==> src/rtl/gamepad_pkg.sv <==
// Shared constants for the chained SNES-compatible gamepad Pmod decoder.
// Pad layout, button indices, absent-pad marker and frame-length helper.
package gamepad_pkg;

  localparam int BITS_PER_PAD = 12;

  // Bit positions within one pad's 12-bit slice, MSB first on the wire.
  localparam int BTN_B      = 11;
  localparam int BTN_Y      = 10;
  localparam int BTN_SELECT = 9;
  localparam int BTN_START  = 8;
  localparam int BTN_UP     = 7;
  localparam int BTN_DOWN   = 6;
  localparam int BTN_LEFT   = 5;
  localparam int BTN_RIGHT  = 4;
  localparam int BTN_A      = 3;
  localparam int BTN_X      = 2;
  localparam int BTN_L      = 1;
  localparam int BTN_R      = 0;

  // An unplugged pad's data line floats high for its whole slice.
  localparam logic [BITS_PER_PAD-1:0] PAD_ABSENT = 12'hFFF;

  // Outcome of the most recent latch, consumed by the output stage next cycle.
  typedef enum logic [1:0] {
    LATCH_IDLE = 2'd0,
    LATCH_GOOD = 2'd1,
    LATCH_BAD  = 2'd2
  } latch_status_t;

  function automatic int frame_bits(input int n);
    return BITS_PER_PAD * n;
  endfunction

endpackage

==> src/rtl/gamepad_sync_edge.sv <==
// Two-flop synchroniser for one asynchronous Pmod line, plus a history flop
// so a rising edge shows up as a single-cycle pulse in the clk domain.
module gamepad_sync_edge (
  input  logic clk,
  input  logic rst,
  input  logic async_in,
  output logic level,
  output logic rise
);

  logic sync1;
  logic sync2;
  logic hist;

  always_ff @(posedge clk) begin
    if (rst) begin
      sync1 <= 1'b0;
      sync2 <= 1'b0;
      hist  <= 1'b0;
    end else begin
      sync1 <= async_in;
      sync2 <= sync1;
      hist  <= sync2;
    end
  end

  assign level = sync2;
  assign rise  = sync2 & ~hist;

endmodule

==> src/rtl/gamepad_pmod_multi.sv <==
// Multi-pad gamepad Pmod decoder: deserialises NUM_PADS chained pads, checks
// frame length, and produces held levels, press pulses and presence flags.
// Define GAMEPAD_REPEAT_EN to add auto-repeat press pulses on the d-pad.
module gamepad_pmod_multi
  import gamepad_pkg::*;
#(
  parameter int NUM_PADS     = 2,
  parameter int REPEAT_DELAY = 20,
  parameter int REPEAT_RATE  = 6
) (
  input  logic                         clk,
  input  logic                         rst,
  input  logic                         pmod_data,
  input  logic                         pmod_clk,
  input  logic                         pmod_latch,
  output logic [12*NUM_PADS-1:0]       buttons,
  output logic [12*NUM_PADS-1:0]       pressed,
  output logic [NUM_PADS-1:0]          present,
  output logic                         frame_valid,
  output logic                         frame_error
);

  localparam int FRAME_BITS = frame_bits(NUM_PADS);
  localparam int CNT_W      = $clog2(FRAME_BITS + 2);

  logic data_sync;
  logic data_rise;
  logic clk_level;
  logic clk_rise;
  logic latch_level;
  logic latch_rise;

  gamepad_sync_edge u_sync_data (
    .clk      (clk),
    .rst      (rst),
    .async_in (pmod_data),
    .level    (data_sync),
    .rise     (data_rise)
  );

  gamepad_sync_edge u_sync_clk (
    .clk      (clk),
    .rst      (rst),
    .async_in (pmod_clk),
    .level    (clk_level),
    .rise     (clk_rise)
  );

  gamepad_sync_edge u_sync_latch (
    .clk      (clk),
    .rst      (rst),
    .async_in (pmod_latch),
    .level    (latch_level),
    .rise     (latch_rise)
  );

  logic unused_sync;
  assign unused_sync = data_rise ^ clk_level ^ latch_level;

  logic [FRAME_BITS-1:0] shift_reg;
  logic [FRAME_BITS-1:0] data_reg;
  logic [CNT_W-1:0]      bit_cnt;
  latch_status_t         latch_status;

  // A latch edge takes priority over a coincident shift edge; the dropped
  // shift leaves the frame short so it is rejected rather than misaligned.
  always_ff @(posedge clk) begin
    if (rst) begin
      shift_reg    <= '0;
      data_reg     <= '1;
      bit_cnt      <= '0;
      latch_status <= LATCH_IDLE;
    end else begin
      latch_status <= LATCH_IDLE;
      if (latch_rise) begin
        bit_cnt <= '0;
        if (bit_cnt == CNT_W'(FRAME_BITS)) begin
          data_reg     <= shift_reg;
          latch_status <= LATCH_GOOD;
        end else begin
          latch_status <= LATCH_BAD;
        end
      end else if (clk_rise) begin
        shift_reg <= {shift_reg[FRAME_BITS-2:0], data_sync};
        if (bit_cnt != CNT_W'(FRAME_BITS + 1)) begin
          bit_cnt <= bit_cnt + CNT_W'(1);
        end
      end
    end
  end

  logic [FRAME_BITS-1:0] next_buttons;
  logic [NUM_PADS-1:0]   next_present;

  always_comb begin
    next_buttons = '0;
    next_present = '0;
    for (int k = 0; k < NUM_PADS; k++) begin
      if (data_reg[k*BITS_PER_PAD +: BITS_PER_PAD] != PAD_ABSENT) begin
        next_present[k] = 1'b1;
        next_buttons[k*BITS_PER_PAD +: BITS_PER_PAD] = data_reg[k*BITS_PER_PAD +: BITS_PER_PAD];
      end
    end
  end

  logic [FRAME_BITS-1:0] repeat_hits;

`ifdef GAMEPAD_REPEAT_EN
  localparam int RPT_W   = $clog2(REPEAT_DELAY + 1);
  localparam int RELOAD  = (REPEAT_RATE > REPEAT_DELAY) ? 0 : REPEAT_DELAY - REPEAT_RATE + 1;
  localparam int NUM_DIR = 4;

  // One counter per pad per direction (right, left, down, up = bits 4..7).
  // The value is the number of earlier consecutive held frames; reaching
  // REPEAT_DELAY fires a repeat and reloads so the next fires REPEAT_RATE later.
  logic [RPT_W-1:0] rpt_cnt [NUM_PADS*NUM_DIR];

  always_comb begin
    repeat_hits = '0;
    for (int k = 0; k < NUM_PADS; k++) begin
      for (int d = 0; d < NUM_DIR; d++) begin
        if (next_buttons[k*BITS_PER_PAD + BTN_RIGHT + d] &&
            rpt_cnt[k*NUM_DIR + d] == RPT_W'(REPEAT_DELAY)) begin
          repeat_hits[k*BITS_PER_PAD + BTN_RIGHT + d] = 1'b1;
        end
      end
    end
  end

  always_ff @(posedge clk) begin
    if (rst) begin
      for (int i = 0; i < NUM_PADS*NUM_DIR; i++) begin
        rpt_cnt[i] <= '0;
      end
    end else if (latch_status == LATCH_GOOD) begin
      for (int k = 0; k < NUM_PADS; k++) begin
        for (int d = 0; d < NUM_DIR; d++) begin
          if (!next_buttons[k*BITS_PER_PAD + BTN_RIGHT + d]) begin
            rpt_cnt[k*NUM_DIR + d] <= '0;
          end else if (rpt_cnt[k*NUM_DIR + d] == RPT_W'(REPEAT_DELAY)) begin
            rpt_cnt[k*NUM_DIR + d] <= RPT_W'(RELOAD);
          end else begin
            rpt_cnt[k*NUM_DIR + d] <= rpt_cnt[k*NUM_DIR + d] + RPT_W'(1);
          end
        end
      end
    end
  end
`else
  logic unused_repeat;
  assign unused_repeat = (REPEAT_DELAY == 0) ^ (REPEAT_RATE == 0);
  assign repeat_hits   = '0;
`endif

  // Output stage runs one cycle after the latch so data_reg is already settled.
  always_ff @(posedge clk) begin
    if (rst) begin
      buttons     <= '0;
      pressed     <= '0;
      present     <= '0;
      frame_valid <= 1'b0;
      frame_error <= 1'b0;
    end else begin
      pressed     <= '0;
      frame_valid <= 1'b0;
      frame_error <= 1'b0;
      if (latch_status == LATCH_GOOD) begin
        buttons     <= next_buttons;
        present     <= next_present;
        pressed     <= (next_buttons & ~buttons) | repeat_hits;
        frame_valid <= 1'b1;
      end else if (latch_status == LATCH_BAD) begin
        frame_error <= 1'b1;
      end
    end
  end

endmodule

==> config.mk <==
export PLATFORM = sky130hd
export DESIGN_NAME = gamepad_pmod_multi
export DESIGN_NICKNAME = d
export VERILOG_FILES = /design/src/rtl/gamepad_pkg.sv /design/src/rtl/gamepad_sync_edge.sv /design/src/rtl/gamepad_pmod_multi.sv
export SDC_FILE = /design/constraint.sdc
export NUM_CORES = 1
export LEC_CHECK = 0
export ABC_AREA = 1
export BUFFER_PORTS_ARGS = -buffer_cell sky130_fd_sc_hd__clkbuf_2
export CAP_MARGIN = 20
export CORE_MARGIN = 2
export CORE_UTILIZATION = 56
export CTS_CLUSTER_SIZE = 8
export DETAILED_ROUTE_END_ITERATION = 10
export PLACE_DENSITY = 0.86
export REMOVE_ABC_BUFFERS = 1
export SYNTH_ARGS = -nofsm -noshare
export SYNTH_HDL_FRONTEND = slang
export SYNTH_SLANG_ARGS = --single-unit
==> constraint.sdc <==
create_clock -name clk -period 1.6 [get_ports clk]
set_input_delay 0.24 -clock clk [delete_from_list [all_inputs] [get_ports clk]]
set_output_delay 0.24 -clock clk [all_outputs]
set_load 0.02 [all_outputs]
## Yosys cells after proc, flatten, opt, wreduce, memory -nomap -nowiden

Cells that the tools add are included.

| word-level totals | value |
|---|---|
| output and inout bits | 52 |
| word-level logic and storage cells | 46 |
| input port bits | 5 |
| flip-flop bits (word level) | 115 |

| cells by class | value |
|---|---|
| eq/ne operators | 6 |
| reductions and logical operators | 7 |
| bitwise gates (word level) | 8 |
| $add $sub $neg | 1 |
| mux-type cells | 7 |

Operators by type and width:

| cell | count |
|---|---|
| $and 24x24->24 | 1 |
| $mux 12 | 2 |
| $ne 12x12->1 const B | 2 |
| $not 24->24 | 1 |
| $reduce_or 2->1 | 4 |
| $reduce_and 2->1 | 3 |
| $add 5x1->5 const B | 1 |
| $eq 5x5->1 const B | 1 |
| $ne 5x5->1 const B | 1 |
| $mux 1 | 4 |
| $not 1->1 | 4 |
| $and 1x1->1 | 2 |
| $eq 2x1->1 const B | 1 |
| $eq 2x2->1 const B | 1 |
| $mux 2 | 1 |

## Longest topological paths before layout

Gate-level depths: netlist of run 1.

| depth | value |
|---|---|
| depth in word-level cells | 4 |
| mapped depth | 9 |
| mapped depth without buffers | 8 |

## Modules after synthesis

Synthesis of run 1 repeated with hierarchy kept, for this count alone.

| second synthesis, totals | value |
|---|---|
| cells, all modules | 480 |
| area, all modules | 4002.6 µm² |

Modules (own cells, without submodules):

| module | area an instance (µm²) | instances | cells an instance | seq. area each (µm²) |
|---|---|---|---|---|
| gamepad_pmod_multi | 3743.6 | 1 | 450 | 2142.1 |
| gamepad_sync_edge | 86.3 | 3 | 10 | 60.1 |

## Least setup slack after synthesis of run 1

No wires, ideal clock.

| timing | value |
|---|---|
| path kind | reg-to-reg |
| start point | register bit_cnt[0] |
| end point | register data_reg[10] |
| required time | 1.481 ns |
| setup slack | 0.313 ns |
| arrival time | 1.169 ns |
| stages on the path, launching flop included | 9 |
| period minus slack after synthesis | 1.287 ns |
| cells stage by stage | dfxtp_1 inv_1 ha_1 nand2_1 nor2_4 nand3_2 clkbuf_2 o21ai_0 nand2_1 |

| on the way | value |
|---|---|
| longest elaborated chain between the ends | 2 |

Ends and longest elaborated chain:

| element | RTL line | text |
|---|---|---|
| from (decl) | gamepad_pmod_multi.sv:62 | `logic [CNT_W-1:0] bit_cnt;` |
| from (signal assigned) | gamepad_pmod_multi.sv:86 | `bit_cnt <= bit_cnt + CNT_W'(1);` |
| $eq 5x5->1 | gamepad_pmod_multi.sv:77 | `if (bit_cnt == CNT_W'(FRAME_BITS)) begin` |
| $reduce_and 2->1 (no source line) | -- |  |
| to (signal assigned) | gamepad_pmod_multi.sv:78 | `data_reg <= shift_reg;` |
| to (decl) | gamepad_pmod_multi.sv:61 | `logic [FRAME_BITS-1:0] data_reg;` |

No other way between the ends.
A chain may end at the register's enable or synchronous reset.

## Worst setup path after layout of run 1

| timing | value |
|---|---|
| start point | register data_reg[4] |
| end point | register buttons[11] |

| on the way | value |
|---|---|
| longest elaborated chain between the ends | 2 |

Ends and longest elaborated chain:

| element | RTL line | text |
|---|---|---|
| $ne 12x12->1 | gamepad_pmod_multi.sv:99 | `if (data_reg[k*BITS_PER_PAD +: BITS_PER_PAD] != PAD_ABSENT) begin` |
| $mux 12 | gamepad_pmod_multi.sv:99 |  |
| to (signal assigned) | gamepad_pmod_multi.sv:168 | `buttons <= next_buttons;` |
| to (decl) | gamepad_pmod_multi.sv:16 | `output logic [12*NUM_PADS-1:0] buttons,` |

No other way between the ends.

==> results of run 1 <==
==> cells in the final DEF, fill, tap and decap left out, drive strengths merged <==
cell,instances
o21ai,15
nand3,64
dlygate4sd3,3
nand2,163
clkinvlp,1
nand4,2
buf,9
a21oi,29
nor2,45
ha,3
clkinv,5
inv,21
clkbuf,79
bufinv,4
dfxtp,115
nor3,2
==> routing by layer <==
metal | vias up | GRT usage [%] | routed length [um]
met5 | - | 0 | 0
met4 | 0 | 8.678 | 137
met3 | 17 | 6.975 | 432
met2 | 122 | 38.57 | 4273
met1 | 1548 | 27.59 | 3530
li1 | 1673 | - | -
==> report_power, final <==
group          switching (mW)  total (mW)  internal [mW]
Combinational          0.0809       0.114         0.0334
Clock                    1.20        3.85           2.64
Sequential            0.00509        2.88           2.88
==> per-stage QoR <==
step | hold slack (ns) | instances | util (%)
global placement | 0.3896 | 621 | 62.71
global route | 0.2119 | 656 | 72.34
finish | 0.2006 | 656 | 72.34
detailed placement | 0.3944 | 621 | 62.71
CTS | 0.1935 | 656 | 72.20
floorplan | 0.3091 | 460 | -
==> path summary, 6_finish.rpt <==
check | from | endpoint | slack [ns] | cells past startpoint
setup / recovery | data_reg[4] | buttons[11] | 0.16 | 5
hold / removal | rst | u_sync_latch.hist | 0.20 | 3
setup reg to reg | data_reg[4] | buttons[11] | 0.16 | 5
hold reg to reg | u_sync_clk.sync1 | u_sync_clk.level | 0.41 | 2
==> cell type report <==
type | count | area, um^2 | area share [%]
sequential | 115 | 2302 | 46.58
multi-input combinational | 323 | 1424 | 28.81
clock buffer | 23 | 466.7 | 9.443
timing repair buffer | 68 | 390.4 | 7.899
clock inverter | 9 | 151.4 | 3.063
tap | 96 | 120.1 | 2.430
inverter | 22 | 87.58 | 1.772
==> worst max-delay path, delay by kind of cell, from the launching register on <==
family | cells | cell delay (ns)
flip-flops | 1 | 0.36
AND/OR/NAND/NOR | 5 | 0.94
==> timing repair <==
item                       in CTS  in global routing
resized for setup               0                  2
setup endpoints to repair       0                 14
hold buffers                    3                  0
hold endpoints to repair        3                  0
==> cell families after synthesis <==
| logic type | Yosys count | share of synthesized area (%) |
|---|---|---|
| AO/OA/AOI/OAI | 44 | 5.557 |
| flip-flops | 115 | 58.10 |
| adder cells (fa/ha/maj) | 3 | 0.9474 |
| AND/OR/NAND/NOR | 276 | 29.24 |
| buffers and inverters | 46 | 6.157 |
==> impl_metrics.yaml, run 1 <==
critical_path:
  crit_required_ns: 1.99
  critPathArrivalTime_ns: 1.82
  cpPeakStageDelay_ns: 0.39
  crit_chain: "nand2_1 > nor2_1 > nand3_1 > nand3_1 > nand2_1"
  cp_slowest_cell: "nand3_1"
  critical_path_class: "flip-flop to flip-flop"
  cp-end-kind: "flip-flop"
  critPathLaunchType: "flip-flop"
  worst-path-max-fanout: 13
clock_network:
  clock_latency_ns: 0.50
  clk_path_buf_depth: 2
  cts-root-buf: "clkbuf_8"
  post_cts_buffers: 0
  cts_sinks: 115
  numCtsBuffers: 17
  cts_tree: "done"
  clk_pin_slew_ns: 0.05
  cts_max_level: 4
route:
  postRouteAntennaNets: 0
  drt-pass1-iter-count: 6
  vias_per_cell: 5.122
  drt-total-wl_um: 8373
  num_vias: 3360
  wire_per_inst_um: 12.76
  drtIter0Drc: 228
  drcViolationCount: 0
global_routing:
  grt_pass1_vias: 3087
  grt_max_degree: 28
  grt_usage_pct: 22.88
  grt_pass1_wl_um: 13790
  grt-ovfl-total: 0
  antenna_found_initial: 0
timing:
  maxSlewHeadroom_pct: 66.69
  skew_ns: 0.007277
  setup_ws_ns: 0.1636
  rsz0062_at_grt: "false"
  finalSetupViolCount: 0
  hold_viol: 0
  fmax_ghz: 0.6962
  tightest_slew_ns: 0.4982
  period_minus_slack_ns: 1.436
  drv_slew: 0
  period_share_pct: 89.78
  timing.setup.tns_ns: 0
pwr:
  power_mw: 6.846
  p_per_area_nw_per_um2: 1385
  leakagePower_nw: 2.317
  max-vdd-ir-drop_mv: 0.8758
floorplan:
  io_pins: 57
  core-area_um2: 6832
  initial_core_util_pct: 58.00
  die_h_um: 88.12
  row_count: 30
  die_x_um: 88.12
  die_area_um2: 7765
synth:
  yosysSeqAreaShare_pct: 58.10
  synthArstFlopShare_pct: 0
  postSynthCellCount: 484
  yosysMostFrequentCell: "nand2_1"
  synthFlopType: "dfxtp_1"
  ys_top_cells_by_area: "dfxtp_1 (58%), nand2_1 (15%), nand3_1 (8.0%), nor2_1 (4.0%), a21oi_1 (3.7%)"
  synth_top_area_share_pct: 58.10
  synth-seq-cells: 115
  synth_area_per_cell_um2: 8.187
  ys_top_cells_by_count: "nand2_1 (160), dfxtp_1 (115), nand3_1 (63)"
  synth_area_um2: 3963
  yosys_warnings: 0
  synth_cell_type_count: 23
  yosysTopAreaCell: "dfxtp_1"
  synth_edf_count: 0
placed_design:
  postPlaceCellArea_um2: 4284
  hpwl_um: 4936
  port_buffers: 56
  gp_congestion: 0.8086
  dpl_worst_slack_ns: 0.1539
outcome:
  status: "complete, no violations"
layout:
  area_growth_pct: 24.72
  final_cell_area_um2: 4942
  fill_cells: 492
  drive_above_1_share_pct: 18.57
  fin_nets: 555
  diodes: 0
worst_hold_path:
  holdCritPathClass: "primary input to flip-flop"
flow_run:
  max-cap-violations: 0
Power figures use the tool's default switching activity.
==> run 2, diff against run 1 <==
--- a/config.mk
+++ b/config.mk
@@ -10,6 +10,7 @@
 export CAP_MARGIN = 20
 export CORE_MARGIN = 2
 export CORE_UTILIZATION = 56
+export CTS_BUF_LIST = sky130_fd_sc_hd__clkbuf_16
 export CTS_CLUSTER_SIZE = 8
 export DETAILED_ROUTE_END_ITERATION = 10
 export PLACE_DENSITY = 0.86
==> run 2 against run 1 <==
Against the previous run: clock power shrank 3%; sequential share of layout area grew 0.46 points; clock-buffer cell count down 6; final area fell by 0.99%; via count up 0.95%; utilization down 0.71 points; global-route usage is 0.20 points lower; worst hold slack got worse by 0.17 ns; critical path type unchanged; critical endpoint is now bit_cnt[4].
==> impl_metrics.yaml, run 2 (synthesis gave the netlist of run 1 again) <==
outcome:
  status: "complete, no violations"
route:
  drt-total-wl_um: 8241
  drtIter0Drc: 284
  wire_per_inst_um: 12.62
  drcViolationCount: 0
  postRouteAntennaNets: 0
  drt-pass1-iter-count: 6
  vias_per_cell: 5.194
  num_vias: 3392
critical_path:
  cpPeakStageDelay_ns: 0.30
  cp_slowest_cell: "dfxtp_1"
  startpoint: "u_sync_clk.level"
  crit_required_ns: 1.92
  worst-path-max-fanout: 12
  r2r_start: "u_sync_clk.level"
  crit_chain: "inv_1 > nor2_1 > buf_4 > inv_1 > nor2_1 > nand2_1 > a21oi_1"
  critPathLaunchType: "flip-flop"
  worstRegToRegCells: 7
  reg2reg_setup_slack_ns: 0.15
  critPathArrivalTime_ns: 1.77
  crit_buf_inv: 3
  cp_top_family: "simple AND/OR/NAND/NOR gates"
  critical_path_class: "flip-flop to flip-flop"
  reg2reg_to: "bit_cnt[4]"
  cp-end-kind: "flip-flop"
layout:
  drive_above_1_share_pct: 18.13
  fill_cells: 497
  fin_cells: 653
  area_growth_pct: 23.49
  layout_commonest_cell: "nand2_1"
  fin_nets: 552
  final_cell_area_um2: 4893
  seq_area_um2: 2302
  final_cell_mix: "nand2_1 (160), dfxtp_1 (115), nand3_1 (63)"
  utilization_pct: 71.63
  multi_input_area_um2: 1424
  diodes: 0
placed_design:
  hpwl_um: 4936
  place_inst: 621
  port_buffers: 56
  postPlaceCellArea_um2: 4284
  gp_congestion: 0.8086
  dpl_worst_slack_ns: 0.1539
floorplan:
  core-area_um2: 6832
  die_area_um2: 7765
  die_x_um: 88.12
  die_h_um: 88.12
  io_pins: 57
  row_count: 30
  initial_core_util_pct: 58.00
timing:
  finalSetupViolCount: 0
  setup_ws_ns: 0.1507
  skew_ns: 0.007587
  tightest_slew_ns: 0.4969
  rsz0062_at_grt: "false"
  maxSlewHeadroom_pct: 66.78
  period_minus_slack_ns: 1.449
  drv_slew: 0
  hold_viol: 0
  fmax_ghz: 0.6900
  period_share_pct: 90.58
clock_network:
  post_cts_buffers: 0
  cts_max_level: 4
  clk_path_buf_depth: 2
  clk_pin_slew_ns: 0.05
  cts_tree: "done"
  cts-root-buf: "clkbuf_16"
  numCtsBuffers: 17
  cts_sinks: 115
  clock_latency_ns: 0.40
global_routing:
  grt_pass1_wl_um: 13660
  antenna_found_initial: 0
  grt_pass1_vias: 3108
  grt_usage_pct: 22.68
  grt_max_degree: 28
  grt-ovfl-total: 0
pwr:
  p_switching_mw: 1.282
  leakagePower_nw: 2.305
  power_mw: 6.747
  pwr-share-comb_pct: 1.6
  pwr-share-clk_pct: 55.6
  sequentialPowerShare_pct: 42.8
  max-vdd-ir-drop_mv: 0.8986
  switching_share_pct: 19.00
  p_int_mw: 5.465
  p_per_area_nw_per_um2: 1379
worst_hold_path:
  holdCritPathClass: "primary input to flip-flop"
  hp-start: "pmod_latch"
  holdPathEnd: "u_sync_latch.sync1"
  worstHoldPathCells: 3
flow_run:
  max-cap-violations: 0
-- run 2: cell count changes in the layout (fill, tap and decap cells not counted) --
cell,previous run,this run
inv_1,18,21
clkbuf_1,3,0
dlygate4sd3_1,3,0
clkbuf_8,4,0
clkbuf_16,16,17
clkinv_1,1,4
-- run 2: what timing repair did --
item	in CTS	in global routing
endpoints found under the setup margin	0	14
gates resized for setup	0	2
hold buffers	0	0
-- run 2: final cells by class --
| type | instances | share of cell area, % |
|---|---|---|
| flip-flops and latches | 115 | 47.05 |
| multi-input cells | 323 | 29.10 |
| clock buffers | 17 | 8.693 |
| repair buffers | 65 | 7.364 |
| clock inverters | 15 | 3.554 |
| well taps | 96 | 2.455 |
| inverters | 22 | 1.790 |
-- run 2: power groups by stage --
stage	Clock [mW]	Sequential, mW	Combinational (mW)
6_report	3.75	2.89	0.108
5_1_grt	3.95	2.88	0.118
4_1_cts	3.79	2.88	0.106
3_5_place_dp	0	2.94	0.104
3_3_place_gp	0	2.94	0.100
2_1_floorplan	0	2.94	0.0478
-- run 2: through the flow --
step                hold WS [ns]  TNS (ns)
finish                   0.03187         0
global route             0.02447         0
CTS                      0.02500         0
detailed placement        0.3944         0
global placement          0.3896         0
floorplan                 0.3091    -10.94
-- run 2: routing by layer --
| layer | vias up | track usage (%) | routed length (um) |
|---|---|---|---|
| met3 | 20 | 7.069 | 497 |
| li1 | 1670 | - | - |
| met5 | - | 0 | 0 |
| met4 | 0 | 9.642 | 169 |
| met1 | 1554 | 26.68 | 3388 |
| met2 | 148 | 38.36 | 4186 |
-- run 2: worst register-to-register path, stage by stage, from the launching register on --
cell and delay, ns:
dfxtp_1 0.30, inv_1 0.05, nor2_1 0.23, buf_4 0.25
inv_1 0.07, nor2_1 0.25, nand2_1 0.10, a21oi_1 0.14
-- run 2: how the worst max path moves through the flow --
stage	to	slack, ns	cells past startpoint
5_1_grt	buttons[11]	0.003	5
6_report	bit_cnt[4]	0.15	7
3_5_place_dp	data_reg[2]	0.15	7
2_1_floorplan	shift_reg[0]	-0.41	5
3_3_place_gp	data_reg[0]	0.22	7
4_1_cts	data_reg[0]	0.07	7
